$ cat config.mk
export PLATFORM = sky130hd
export DESIGN_NAME = mips_instr_encoder
export DESIGN_NICKNAME = d
export VERILOG_FILES = /design/src/rtl/mips_isa_pkg.sv /design/src/rtl/mips_word_pack.sv /design/src/rtl/mips_instr_encoder.sv
export SDC_FILE = /design/constraint.sdc
export NUM_CORES = 1
export LEC_CHECK = 0
export ABC_AREA = 1
export BUFFER_PORTS_ARGS = -buffer_cell sky130_fd_sc_hd__buf_4
export CAP_MARGIN = 20
export CORE_ASPECT_RATIO = 1.4
export CORE_MARGIN = 2
export CORE_UTILIZATION = 42
export CTS_CLUSTER_SIZE = 10
export DETAILED_ROUTE_END_ITERATION = 8
export HOLD_SLACK_MARGIN = 0.15
export PLACE_DENSITY = 0.66
export SYNTH_ARGS = -nofsm -noshare
export SYNTH_HDL_FRONTEND = slang
export SYNTH_SLANG_ARGS = --single-unit
export TNS_END_PERCENT = 5
$ cat constraint.sdc
create_clock -name clk -period 2.23 [get_ports clk]
set_input_delay 0.3345 -clock clk [delete_from_list [all_inputs] [get_ports clk]]
set_output_delay 0.3345 -clock clk [all_outputs]
set_load 0.02 [all_outputs]
$ cat src/rtl/mips_isa_pkg.sv
`default_nettype none
// ============================================================================
// mips_isa_pkg : instruction classes, opcodes and funct codes shared by the
//                encoder and the main control decoder.  Rev 1.0
// ============================================================================
package mips_isa_pkg;

    typedef enum logic [3:0] {
        CLS_ADD  = 4'd0,
        CLS_SUB  = 4'd1,
        CLS_AND  = 4'd2,
        CLS_OR   = 4'd3,
        CLS_SLT  = 4'd4,
        CLS_LW   = 4'd5,
        CLS_SW   = 4'd6,
        CLS_BEQ  = 4'd7,
        CLS_ADDI = 4'd8,
        CLS_J    = 4'd9
    } instr_class_e;

    localparam logic [5:0] OP_RTYPE = 6'b000000;
    localparam logic [5:0] OP_LW    = 6'b100011;
    localparam logic [5:0] OP_SW    = 6'b101011;
    localparam logic [5:0] OP_BEQ   = 6'b000100;
    localparam logic [5:0] OP_ADDI  = 6'b001000;
    localparam logic [5:0] OP_J     = 6'b000010;

    localparam logic [5:0] FUNCT_ADD = 6'b100000;
    localparam logic [5:0] FUNCT_SUB = 6'b100010;
    localparam logic [5:0] FUNCT_AND = 6'b100100;
    localparam logic [5:0] FUNCT_OR  = 6'b100101;
    localparam logic [5:0] FUNCT_SLT = 6'b101010;

    localparam logic [4:0] SHAMT_ZERO = 5'd0;

endpackage : mips_isa_pkg
`default_nettype wire

$ cat src/rtl/mips_word_pack.sv
`default_nettype none
// ============================================================================
// mips_word_pack : combinational class/fields to 32-bit MIPS word, with an
//                  illegal-class flag.  Rev 1.0
// ============================================================================
module mips_word_pack
    import mips_isa_pkg::*;
(
    input  logic [3:0]  cls_i,
    input  logic [4:0]  rs_i,
    input  logic [4:0]  rt_i,
    input  logic [4:0]  rd_i,
    input  logic [15:0] imm_i,
    input  logic [25:0] target_i,
    output logic [31:0] instr_o,
    output logic        illegal_o
);

    function automatic logic [31:0] rtype(input logic [4:0] rs, input logic [4:0] rt,
                                          input logic [4:0] rd, input logic [5:0] funct);
        return {OP_RTYPE, rs, rt, rd, SHAMT_ZERO, funct};
    endfunction

    function automatic logic [31:0] itype(input logic [5:0] op, input logic [4:0] rs,
                                          input logic [4:0] rt, input logic [15:0] imm);
        return {op, rs, rt, imm};
    endfunction

    always_comb begin
        instr_o   = 32'd0;
        illegal_o = 1'b0;
        case (cls_i)
            CLS_ADD:  instr_o = rtype(rs_i, rt_i, rd_i, FUNCT_ADD);
            CLS_SUB:  instr_o = rtype(rs_i, rt_i, rd_i, FUNCT_SUB);
            CLS_AND:  instr_o = rtype(rs_i, rt_i, rd_i, FUNCT_AND);
            CLS_OR:   instr_o = rtype(rs_i, rt_i, rd_i, FUNCT_OR);
            CLS_SLT:  instr_o = rtype(rs_i, rt_i, rd_i, FUNCT_SLT);
            CLS_LW:   instr_o = itype(OP_LW,   rs_i, rt_i, imm_i);
            CLS_SW:   instr_o = itype(OP_SW,   rs_i, rt_i, imm_i);
            CLS_BEQ:  instr_o = itype(OP_BEQ,  rs_i, rt_i, imm_i);
            CLS_ADDI: instr_o = itype(OP_ADDI, rs_i, rt_i, imm_i);
            CLS_J:    instr_o = {OP_J, target_i};
            default:  illegal_o = 1'b1;
        endcase
    end

endmodule : mips_word_pack
`default_nettype wire

$ cat src/rtl/mips_instr_encoder.sv
`default_nettype none
// ============================================================================
// mips_instr_encoder : valid/ready instruction encoder with a 2-entry output
//                      FIFO of {word, byte address}.  Rev 1.0
// ============================================================================
module mips_instr_encoder
    import mips_isa_pkg::*;
#(
    parameter int AW        = 8,
    parameter int BASE_ADDR = 0
) (
    input  logic          clk,
    input  logic          reset,
    input  logic          in_valid,
    output logic          in_ready,
    input  logic [3:0]    in_class,
    input  logic [4:0]    in_rs,
    input  logic [4:0]    in_rt,
    input  logic [4:0]    in_rd,
    input  logic [15:0]   in_imm,
    input  logic [25:0]   in_target,
    output logic          out_valid,
    input  logic          out_ready,
    output logic [31:0]   out_instr,
    output logic [AW-1:0] out_addr,
    output logic          err_illegal,
    output logic [15:0]   n_emitted
);

    localparam logic [AW-1:0] C_BASE = AW'(BASE_ADDR);
    localparam logic [AW-1:0] C_STEP = AW'(4);

    logic [31:0]   w_word;
    logic          w_illegal;
    logic          w_accept, w_push, w_pop;

    logic [1:0]    count_q, count_d;
    logic [31:0]   head_instr_q, head_instr_d;
    logic [AW-1:0] head_addr_q, head_addr_d;
    logic [31:0]   tail_instr_q, tail_instr_d;
    logic [AW-1:0] tail_addr_q, tail_addr_d;
    logic [AW-1:0] next_addr_q, next_addr_d;
    logic          err_q, err_d;
    logic [15:0]   emitted_q, emitted_d;

    mips_word_pack u_pack (
        .cls_i     (in_class),
        .rs_i      (in_rs),
        .rt_i      (in_rt),
        .rd_i      (in_rd),
        .imm_i     (in_imm),
        .target_i  (in_target),
        .instr_o   (w_word),
        .illegal_o (w_illegal)
    );

    // in_ready depends only on registered occupancy, never on out_ready.
    assign in_ready    = (count_q != 2'd2);
    assign out_valid   = (count_q != 2'd0);
    assign out_instr   = head_instr_q;
    assign out_addr    = head_addr_q;
    assign err_illegal = err_q;
    assign n_emitted   = emitted_q;

    assign w_accept = in_valid & in_ready;
    assign w_push   = w_accept & ~w_illegal;
    assign w_pop    = out_valid & out_ready;

    always_comb begin
        count_d      = count_q;
        head_instr_d = head_instr_q;
        head_addr_d  = head_addr_q;
        tail_instr_d = tail_instr_q;
        tail_addr_d  = tail_addr_q;
        next_addr_d  = next_addr_q;
        err_d        = err_q | (w_accept & w_illegal);
        emitted_d    = w_pop ? emitted_q + 16'd1 : emitted_q;

        if (w_push) begin
            next_addr_d = next_addr_q + C_STEP;
        end

        case ({w_push, w_pop})
            2'b10: begin
                if (count_q == 2'd0) begin
                    head_instr_d = w_word;
                    head_addr_d  = next_addr_q;
                end else begin
                    tail_instr_d = w_word;
                    tail_addr_d  = next_addr_q;
                end
                count_d = count_q + 2'd1;
            end
            2'b01: begin
                // Head keeps its last value when draining to empty.
                if (count_q == 2'd2) begin
                    head_instr_d = tail_instr_q;
                    head_addr_d  = tail_addr_q;
                end
                count_d = count_q - 2'd1;
            end
            2'b11: begin
                // Push with pop only happens at occupancy 1.
                head_instr_d = w_word;
                head_addr_d  = next_addr_q;
            end
            default: begin
                count_d = count_q;
            end
        endcase
    end

    always_ff @(posedge clk) begin
        if (reset) begin
            count_q      <= 2'd0;
            head_instr_q <= 32'd0;
            head_addr_q  <= C_BASE;
            tail_instr_q <= 32'd0;
            tail_addr_q  <= C_BASE;
            next_addr_q  <= C_BASE;
            err_q        <= 1'b0;
            emitted_q    <= 16'd0;
        end else begin
            count_q      <= count_d;
            head_instr_q <= head_instr_d;
            head_addr_q  <= head_addr_d;
            tail_instr_q <= tail_instr_d;
            tail_addr_q  <= tail_addr_d;
            next_addr_q  <= next_addr_d;
            err_q        <= err_d;
            emitted_q    <= emitted_d;
        end
    end

endmodule : mips_instr_encoder
`default_nettype wire

Yosys cells after proc, flatten, opt, wreduce, memory -nomap -nowiden
Index checks and enable logic that the tools add are counted.
- $add $sub $neg: 4
- $mul: 0
- div/mod/pow operators: 0
- order comparisons: 0
- equality and inequality tests: 16
- shift operators: 0
- mux-type cells: 9
- bitwise gates (word level): 6
- reduce and logical (&&, ||, !) cells: 8
- operator list (kind ; number):
    32-bit case mux with 10 select lines ; 1
    32-bit case mux with 3 select lines ; 1
    32-bit 2-to-1 mux ; 2
    8-bit case mux with 3 select lines ; 1
    16-bit by 1-bit adder with 16-bit output (second input constant) ; 1
    4-bit by 3-bit equality test with 1-bit output (second input constant) ; 4
    8-bit 2-to-1 mux ; 2
    10-bit OR reduction ; 1
    8-bit by 3-bit adder with 8-bit output (second input constant) ; 1
    4-bit by 2-bit equality test with 1-bit output (second input constant) ; 2
    4-bit equality test (second input constant) ; 2
    2-bit equality test (second input constant) ; 3
    2-bit inequality test (second input constant) ; 3
    1-bit AND ; 4
    4-bit by 1-bit equality test with 1-bit output (second input constant) ; 1
    4-bit logical NOT ; 1
    2-bit case mux with 2 select lines ; 1
    2-bit nonzero test ; 2
    3-bit AND reduction ; 1
    3-bit nonzero test ; 1
    2-bit by 1-bit adder with 2-bit output (second input constant) ; 1
    2-bit by 1-bit equality test with 1-bit output (second input constant) ; 1
    2-bit logical NOT ; 1
    2-bit AND reduction ; 1
    4 further kinds ; 4
- register bits: 107
- latch bits: 0
- bits in writable memories: 0
- bits in read-only memories: 0
- input port bits: 65
- logic and storage cells: 51
- memories kept: 0

Depth between registers and ports, before layout
Gate-level depths: netlist (run 1).
- word-level depth: 6
- gate-level depth with buffers: 16
- depth with buffers taken out: 13

Hierarchy
From an unflattened synthesis (run 1), not the netlist that was laid out.
- cell total of the unflattened synthesis: 749
- area total of the unflattened synthesis: 5233.8 µm²
- modules (own cells, without submodules) (module ; instances ; cells an instance ; area an instance (µm²) ; sequential area each (µm²)):
    mips_instr_encoder ; 1 ; 625 ; 4687.0 ; 2021.9
    mips_word_pack ; 1 ; 124 ; 546.8 ; 0.0

Least setup slack after synthesis (run 1)
OpenSTA, ideal clock, no wires.
- kind: register to register
- start point: reg count_q[1]
- end point: reg head_instr_q[10] (netlist: out_instr[10])
- setup time: 119 ps
- arrival time: 1983 ps
- data required time: 2111 ps
- setup slack: 128 ps
- cell stages (with the launch flop): 16
- period minus slack after synthesis: 2102 ps
- cells stage by stage: dfxtp_1 > inv_2 > nand2_4 > nand2_4 > buf_2 > inv_2 > ha_1 > clkbuf_1 > inv_1 > a21oi_1 > nor2_2 > nand2_4 > inv_4 > buf_2 > o21ai_0 > a21oi_1
- elaborated cells between the ends (all ways): 15
- RTL lines (item ; line ; RTL):
    start: declaration ; mips_instr_encoder.sv:37 ; logic [1:0] count_q, count_d;
    start signal: assignment ; mips_instr_encoder.sv:124 ; count_q <= count_d;
    2-bit nonzero test (*) ; mips_instr_encoder.sv:59 ; assign out_valid = (count_q != 2'd0);
    via out_valid ; mips_instr_encoder.sv:22 ; output logic out_valid,
    1-bit AND (*) ; mips_instr_encoder.sv:67 ; assign w_pop = out_valid & out_ready;
    via w_pop ; mips_instr_encoder.sv:35 ; logic w_accept, w_push, w_pop;
    2-bit by 1-bit equality test with 1-bit output / 2-bit equality test (equally long branches) ; mips_instr_encoder.sv:83 ; case ({w_push, w_pop})
    2-bit inequality test (no line) / 3-bit nonzero test (equally long branches) ; -- ;
    3-bit AND reduction (no line) ; -- ;
    end signal: assignment ; mips_instr_encoder.sv:125 ; head_instr_q <= head_instr_d;
    end: declaration ; mips_instr_encoder.sv:38 ; logic [31:0] head_instr_q, head_instr_d;
The timed path passes the listed nets; every way through them passes the cells marked *.
A chain may end at the register's enable or synchronous reset.

Final worst setup path (run 1)
- start point: reg count_q[1]
- end point: reg head_instr_q[10] (netlist: out_instr[10])
- elaborated cells between the ends (all ways): 15
- RTL lines (item ; line):
    2-bit nonzero test (*) ; mips_instr_encoder.sv:59
    1-bit AND (*) ; mips_instr_encoder.sv:67
    via w_pop ; mips_instr_encoder.sv:35
    2-bit by 1-bit equality test with 1-bit output / 2-bit equality test (equally long branches) ; mips_instr_encoder.sv:83
    2-bit inequality test (no line) / 3-bit nonzero test (equally long branches) ; --
    3-bit AND reduction (no line) ; --
Marks and branches as above.

==> summary.txt, run 1 <==
Yosys
  • Xor and xnor area share after synthesis: 0.184%
  • Synth Area in Compound Gates: 19.3%
  • Simple-gate share of the synthesized area: 28.1%
  • Register area share after synthesis: 40.8%
  • Average size of a mapped cell: 6.73 um^2
  • Post-Syn Area: 0.00476 mm^2
  • Most frequent cell after synthesis: nand2_1
  • Post-synth EDFFs: 0
  • Largest area contributor in the netlist: dfxtp_1
  • Mux share of post-synthesis cell area: 0%
  • Synth top area share: 40.8%
  • Fraction of registers with async set/reset: 0%
  • Yosys warnings: 0
  • Main combinational cell family by area after synthesis: simple AND/OR/NAND/NOR gates
  • Post-Synth Adder-Cell Area: 1.58%
  • Number of distinct library cells after synthesis: 38
  • Cell count after synthesis: 708
  • Post-synth top flop: dfxtp_1
  • Area contributors post-synth: dfxtp_1 41%, nand2_1 15%, a21oi_1 9.0%
  • Synth top cells by count: 188 x nand2_1, 97 x dfxtp_1, 91 x nor2_1
  • FF+latch count, synth: 97

Global routing
  • Pin count of the biggest net entering global routing: 60
  • Global-route wire length before repair: 21.6 mm
  • Total gr overflow: 0
  • Initial antenna violation count: 0
  • Vias in the first global route: 4679
  • Total track usage: 22.3%

Timing
  • Max Fclk: 0.501 GHz
  • Hold Vio Cnt, Final: 0
  • Worst slew pin tran: 0.580 ns
  • RSZ-0062 raised after global routing: false
  • Clk_skew: 0.00681 ns
  • Hold Slack: 0.303 ns
  • Fin crit period: 2.00 ns
  • # setup viols final: 0
  • Final Cycle Share: 89.6%
  • Setup ws final: 0.232 ns
  • Pins Over Slew Limit: 0
  • Setup TNS Final: 0 ns
  • Rel. slew slack: 61.4%

Power and ir drop
  • Clock power frac: 28.1%
  • Comb pwr share: 34.8%
  • Worst vdd ir: 503 uV
  • P_int: 4.07 mW
  • Sequential share of power: 37.1%
  • NetSw: 2.27 mW
  • Leak: 2.90 nW
  • Power Density: 1040 mW/mm^2
  • Sw frac: 35.8%

Drt
  • Final ANT Viol Nets: 0
  • Drt via density: 5.03
  • Drt drc: 0
  • Wirelength per Cell: 13.8 um
  • Vias: 4850
  • WL final: 13.3 mm
  • Drt pass-1 iters: 5
  • DRT iter0 DRCs: 271

Hold path
  • Worst min path class: in2reg

Die
  • Core ar.: 0.0112 mm^2
  • Starting Density: 42.6%
  • Chip width: 94.0 um
  • Die area: 0.0122 mm^2
  • Io pins: 124
  • Die height: 130 um
  • Site Rows: 46

Run status
  • Status: completed

Clock tree
  • Post-CTS sizing: 0
  • Htree depth: 3
  • Clock Pin Slew Worst Setup and Hold Paths: 0.07 ns
  • Inserted Clock Buffers: 9
  • CTS root buffer: clkbuf_16
  • CTS max path bufs: 2
  • Hold-fix buffers at CTS: 0
  • Clock sink total: 97
  • Worst-Skew Late Latency: 0.35 ns
  • Setup repair bufs after CTS: 0
  • CTS tree: built

Layout
  • Area grow syn2layout: 28.1%
  • Layout cell share with drive strength beyond 1: 21.2%
  • Fin nets: 886
  • Fill count: 1106
  • # diodes: 0

Placement
  • IO buf count: 120
  • Post-DP HPWL: 9.21 mm
  • Placer Congestion: 0.838
  • Pre-CTS WS: 0.164 ns

Critical path
  • Critical path's slowest cell: dfxtp_1
  • Most frequent CP cell: nand2_4
  • Worst path cell trace: inv_2 -> nand2_4 -> nand2_4 -> inv_2 -> ha_1 -> inv_1 -> a21oi_1 -> nor2_2 -> nand2_4 -> inv_4 -> buf_12 -> o21ai_0 -> a21oi_1
  • Startpoint types: flip-flop
  • Critical path arrival: 2.24 ns
  • Crit-path max cell delay: 0.44 ns
  • WP data required: 2.47 ns
  • CP Class: reg2reg
  • Critical path peak fanout: 14
  • Worst Setup End Kind: flip-flop

Run
  • Max Cap Viol: 0
[cell type report]
class                      instances  area, um^2  area share, %
sequential                        97        1940           31.8
clock buffer                      10         229           3.75
timing repair buffer             133        1030           16.8
inverter                          66         256           4.20
multi-input combinational        508        2350           38.5
tap                              144         180           2.95
clock inverter                     6         115           1.89
[layout by cell type, fill, tap and decap left out, drive strengths merged]
master and n:
a211oi 1, a21boi 1, a21oi 86, and3 1, buf 133, bufinv 3
clkbuf 10, clkinv 4, conb 3, dfxtp 97, ha 6, inv 65
nand2 194, nand3 21, nand4 2, nor2 94, nor3 6, nor3b 1
o211ai 1, o21a 1, o21ai 87, o21bai 1, or2 1, xnor2 1
[layer usage]
metal  share of wire, %  global-route usage, %  vias up
li1                   -                      -     2465
met1                 42                   25.8     2209
met2                 51                   39.5      155
met3                5.5                   3.87       21
met4                2.3                   10.7        0
met5                  0                      0        -
[worst max-delay path: cells and delay by family (launching register included)]
family                   cells  cell delay, ns
flip-flops                   1            0.44
buffers and inverters        5            0.51
AND/OR/NAND/NOR              4            0.38
AO/OA/AOI/OAI                3            0.38
adder cells (fa/ha/maj)      1            0.19
[through the flow]
step	power, mW	utilization [%]	std cells	instance area [um^2]
final	6.33	54.6	964	6100
after global routing	6.68	54.6	964	6100
after CTS	6.37	54.6	964	6100
after detailed placement	4.57	51.5	948	5750
after global placement	4.52	51.5	948	5750
after floorplan	3.72	-	710	4770
[power by group through the flow]
stage          logic [mW]  clock network (mW)  registers, mW
6_report             2.20                1.78           2.35
5_1_grt              2.42                1.87           2.39
4_1_cts              2.21                1.82           2.35
3_5_place_dp         2.20                   0           2.37
3_3_place_gp         2.14                   0           2.38
2_1_floorplan        1.13                   0           2.59
[path summary, 6_finish.rpt]
path              slack [ns]  cells after the start                            end                       start
setup / recovery        0.23                     13     out_instr[10]$_SDFFE_PP0P_     count_q[1]$_SDFFE_PP0P_
hold reg to reg         0.47                      2     out_instr[28]$_SDFFE_PP0P_  out_instr[28]$_SDFFE_PP0P_
hold / removal          0.30                      5  tail_instr_q[10]$_SDFFE_PP0P_                  in_imm[10]
setup reg to reg        0.23                     13     out_instr[10]$_SDFFE_PP0P_     count_q[1]$_SDFFE_PP0P_
[cell families after synthesis]
group | count (synthesis)
simple gates | 320
compound gates | 178
buf+inv | 105
flops | 97
fa+ha+maj | 6
xor+xnor | 1
other cells | 1
[registers in the layout, summed over array words and instances (netlist names)]
| name | flops |
|---|---|
| tail_addr_q | 6 |
| count_q | 2 |
| out_instr | 30 |
| n_emitted | 16 |
| out_addr | 6 |
| next_addr_q | 6 |
| err_illegal | 1 |
| tail_instr_q | 30 |
(Power assumes the default switching activity.)
==> inputs of run 2 (changes only) <==
--- a/config.mk
+++ b/config.mk
@@ -14,8 +14,9 @@
 export CTS_CLUSTER_SIZE = 10
 export DETAILED_ROUTE_END_ITERATION = 8
 export HOLD_SLACK_MARGIN = 0.15
-export PLACE_DENSITY = 0.66
+export PLACE_DENSITY = 0.65
 export SYNTH_ARGS = -nofsm -noshare
 export SYNTH_HDL_FRONTEND = slang
+export SYNTH_HIERARCHICAL = 1
 export SYNTH_SLANG_ARGS = --single-unit
 export TNS_END_PERCENT = 5
==> run 2 against run 1 <==
Against the previous run: sequential share of layout area fell by 1.0 points; sequential cell count up 4; area after synthesis grew 9.9%; die area rose by 9.5%; via count is 4.8% higher; synthesized cell count up 5.8%; critical path depth is 3 lower; clock-buffer cell count grew 3; non-clock buffer count increased by 9; sequential power down 4%; cell area rose by 7.6%; largest power group unchanged.
==> summary.txt, run 2 <==
Critical path
  • Worst path cell trace: inv_2 -> nand2_4 -> nand2_1 -> ha_2 -> nand2_8 -> inv_6 -> nor2_8 -> buf_12 -> nand3_1 -> a21oi_1
  • Startpoint types: flip-flop
  • WP data required: 2.51 ns
  • Crit-path leading delay family: simple AND/OR/NAND/NOR gates
  • Critical path peak fanout: 29
  • CP Class: reg2reg
  • Worst Setup End Kind: flip-flop
  • Critical path arrival: 2.10 ns
  • Register-to-register setup slack: 0.41 ns
  • Worst path bufs/invs: 3
  • Critical path's slowest cell: dfxtp_1
  • Crit-path max cell delay: 0.42 ns

Timing
  • Max Fclk: 0.550 GHz
  • # setup viols final: 0
  • RSZ-0062 raised after global routing: false
  • Setup TNS Final: 0 ns
  • Hold Vio Cnt, Final: 0
  • Final Cycle Share: 81.6%
  • Fin crit period: 1.82 ns
  • Clk_skew: 0.00634 ns
  • Pins Over Slew Limit: 0
  • Worst slew pin tran: 0.613 ns
  • Rel. slew slack: 59.1%

Hold path
  • Worst min path class: in2reg

Layout
  • Commonest non-fill, non-tap cell in the layout: nand2_1
  • Multi-input gate area: 0.00268 mm^2
  • Core Util, Final: 53.6%
  • Fin nets: 924
  • Most frequent cells in the layout: 221 x nand2_1, 139 x buf_4, 101 x dfxtp_1, 71 x o21ai_0, 67 x nor2_1
  • Area grow syn2layout: 25.5%
  • Layout cell share with drive strength beyond 1: 24.9%
  • Reg area: 0.00202 mm^2
  • # diodes: 0
  • Fill count: 1225

Power and ir drop
  • Clock power frac: 30.7%
  • Leak: 2.81 nW
  • NetSw: 2.02 mW
  • Worst vdd ir: 446 uV
  • P_int: 4.00 mW
  • Comb pwr share: 31.7%
  • Sequential share of power: 37.6%
  • Sw frac: 33.5%
  • Power Density: 917 mW/mm^2

Placement
  • IO buf count: 121
  • Post-DP HPWL: 9.57 mm
  • Placer Congestion: 0.881

Run status
  • Status: completed

Clock tree
  • Post-CTS sizing: 0
  • CTS root buffer: clkbuf_16
  • Clock sink total: 101
  • CTS tree: built
  • Htree depth: 3
  • Inserted Clock Buffers: 9
  • Clock Pin Slew Worst Setup and Hold Paths: 0.07 ns
  • Worst-Skew Late Latency: 0.34 ns
  • CTS max path bufs: 2
  • Setup repair bufs after CTS: 0
  • Hold-fix buffers at CTS: 0

Drt
  • Drt pass-1 iters: 6
  • Final ANT Viol Nets: 0
  • Vias: 5082
  • WL final: 13.1 mm
  • Drt drc: 0
  • DRT iter0 DRCs: 199
  • Wirelength per Cell: 13.0 um
  • Drt via density: 5.04

Yosys
  • Area contributors post-synth: dfxtp_1 39%, nand2_1 16%, o21ai_0 6.8%
  • Synth Area in Compound Gates: 15.9%
  • Cell count after synthesis: 749
  • Register area share after synthesis: 38.6%
  • Post-Synth Adder-Cell Area: 1.20%
  • Post-Syn Area: 0.00523 mm^2
  • Largest area contributor in the netlist: dfxtp_1
  • Post-synth top flop: dfxtp_1
  • Synth top area share: 38.6%
  • Average size of a mapped cell: 6.99 um^2
  • Synth top cells by count: 221 x nand2_1, 101 x dfxtp_1, 71 x o21ai_0
  • Mux share of post-synthesis cell area: 0%
  • Number of distinct library cells after synthesis: 37
  • Xor and xnor area share after synthesis: 0.502%
  • Post-synth EDFFs: 0
  • Main combinational cell family by area after synthesis: simple AND/OR/NAND/NOR gates
  • FF+latch count, synth: 101
  • Fraction of registers with async set/reset: 0%
  • Simple-gate share of the synthesized area: 33.2%
  • Most frequent cell after synthesis: nand2_1
  • Yosys warnings: 6

Run
  • Max Cap Viol: 0

Die
  • Site Rows: 48
  • Starting Density: 42.7%
  • Core ar.: 0.0123 mm^2
  • Io pins: 124
  • Die area: 0.0134 mm^2
  • Die height: 136 um
  • Chip width: 98.3 um

Global routing
  • Global-route wire length before repair: 21.7 mm
  • Vias in the first global route: 4691
  • Total gr overflow: 0
  • Pin count of the biggest net entering global routing: 58
  • Total track usage: 19.6%
  • Initial antenna violation count: 0
run 2: cell type report:
cell class	count	area share, %
clock buffer	13	4.12
clock inverter	3	1.37
inverter	56	3.28
multi-input combinational	544	40.8
sequential	101	30.8
tap	150	2.86
timing repair buffer	142	16.8
run 2: power groups by stage:
stage / clock (mW) / sequential [mW] / combinational [mW]
finish: 1.85 / 2.26 / 1.91
floorplan: 0 / 2.38 / 1.30
global route: 1.95 / 2.30 / 2.11
CTS: 1.88 / 2.26 / 1.92
detailed placement: 0 / 2.30 / 1.91
global placement: 0 / 2.29 / 1.87
run 2: cells by family after synthesis:
group	Yosys count
xor+xnor	3
buf+inv	105
compound gates	151
flops	101
other cells	2
fa+ha+maj	5
simple gates	382
run 2: per-layer routing:
layer  up-vias  part of all wire, %  GRT usage, %
met3        10                  4.2          2.72
met1      2351                   44          24.9
li1       2613                    -             -
met4         0                  1.3          6.62
met2       108                   50          34.3
met5         -                    0             0
run 2: worst paths after layout:
kind,start,to,cells past startpoint
max reg2reg,count_q[0]$_SDFFE_PP0P_,out_instr[1]$_SDFFE_PP0P_,10
max,count_q[0]$_SDFFE_PP0P_,out_instr[1]$_SDFFE_PP0P_,10
min,in_valid,err_illegal$_SDFF_PP0_,3
min reg2reg,out_instr[4]$_SDFFE_PP0P_,out_instr[4]$_SDFFE_PP0P_,2
run 2: worst reg2reg max path, stage by stage, from the launching register on:
cell and delay [ns]:
dfxtp_1 0.42, inv_2 0.09, nand2_4 0.11, nand2_1 0.16, ha_2 0.25, nand2_8 0.10, inv_6 0.05, nor2_8 0.09
buf_12 0.21, nand3_1 0.14, a21oi_1 0.13
run 2: stage by stage:
step                cells  setup slack, ns  total power [mW]  hold slack, ns  cell area [um^2]
global route         1009            0.228              6.35           0.300              6570
global placement      993           0.0990              4.16           0.458              6210
finish               1009            0.411              6.02           0.301              6570
CTS                  1009            0.405              6.06           0.299              6570
detailed placement    993           0.0821              4.21           0.460              6210
floorplan             750          0.00481              3.68           0.455              5240
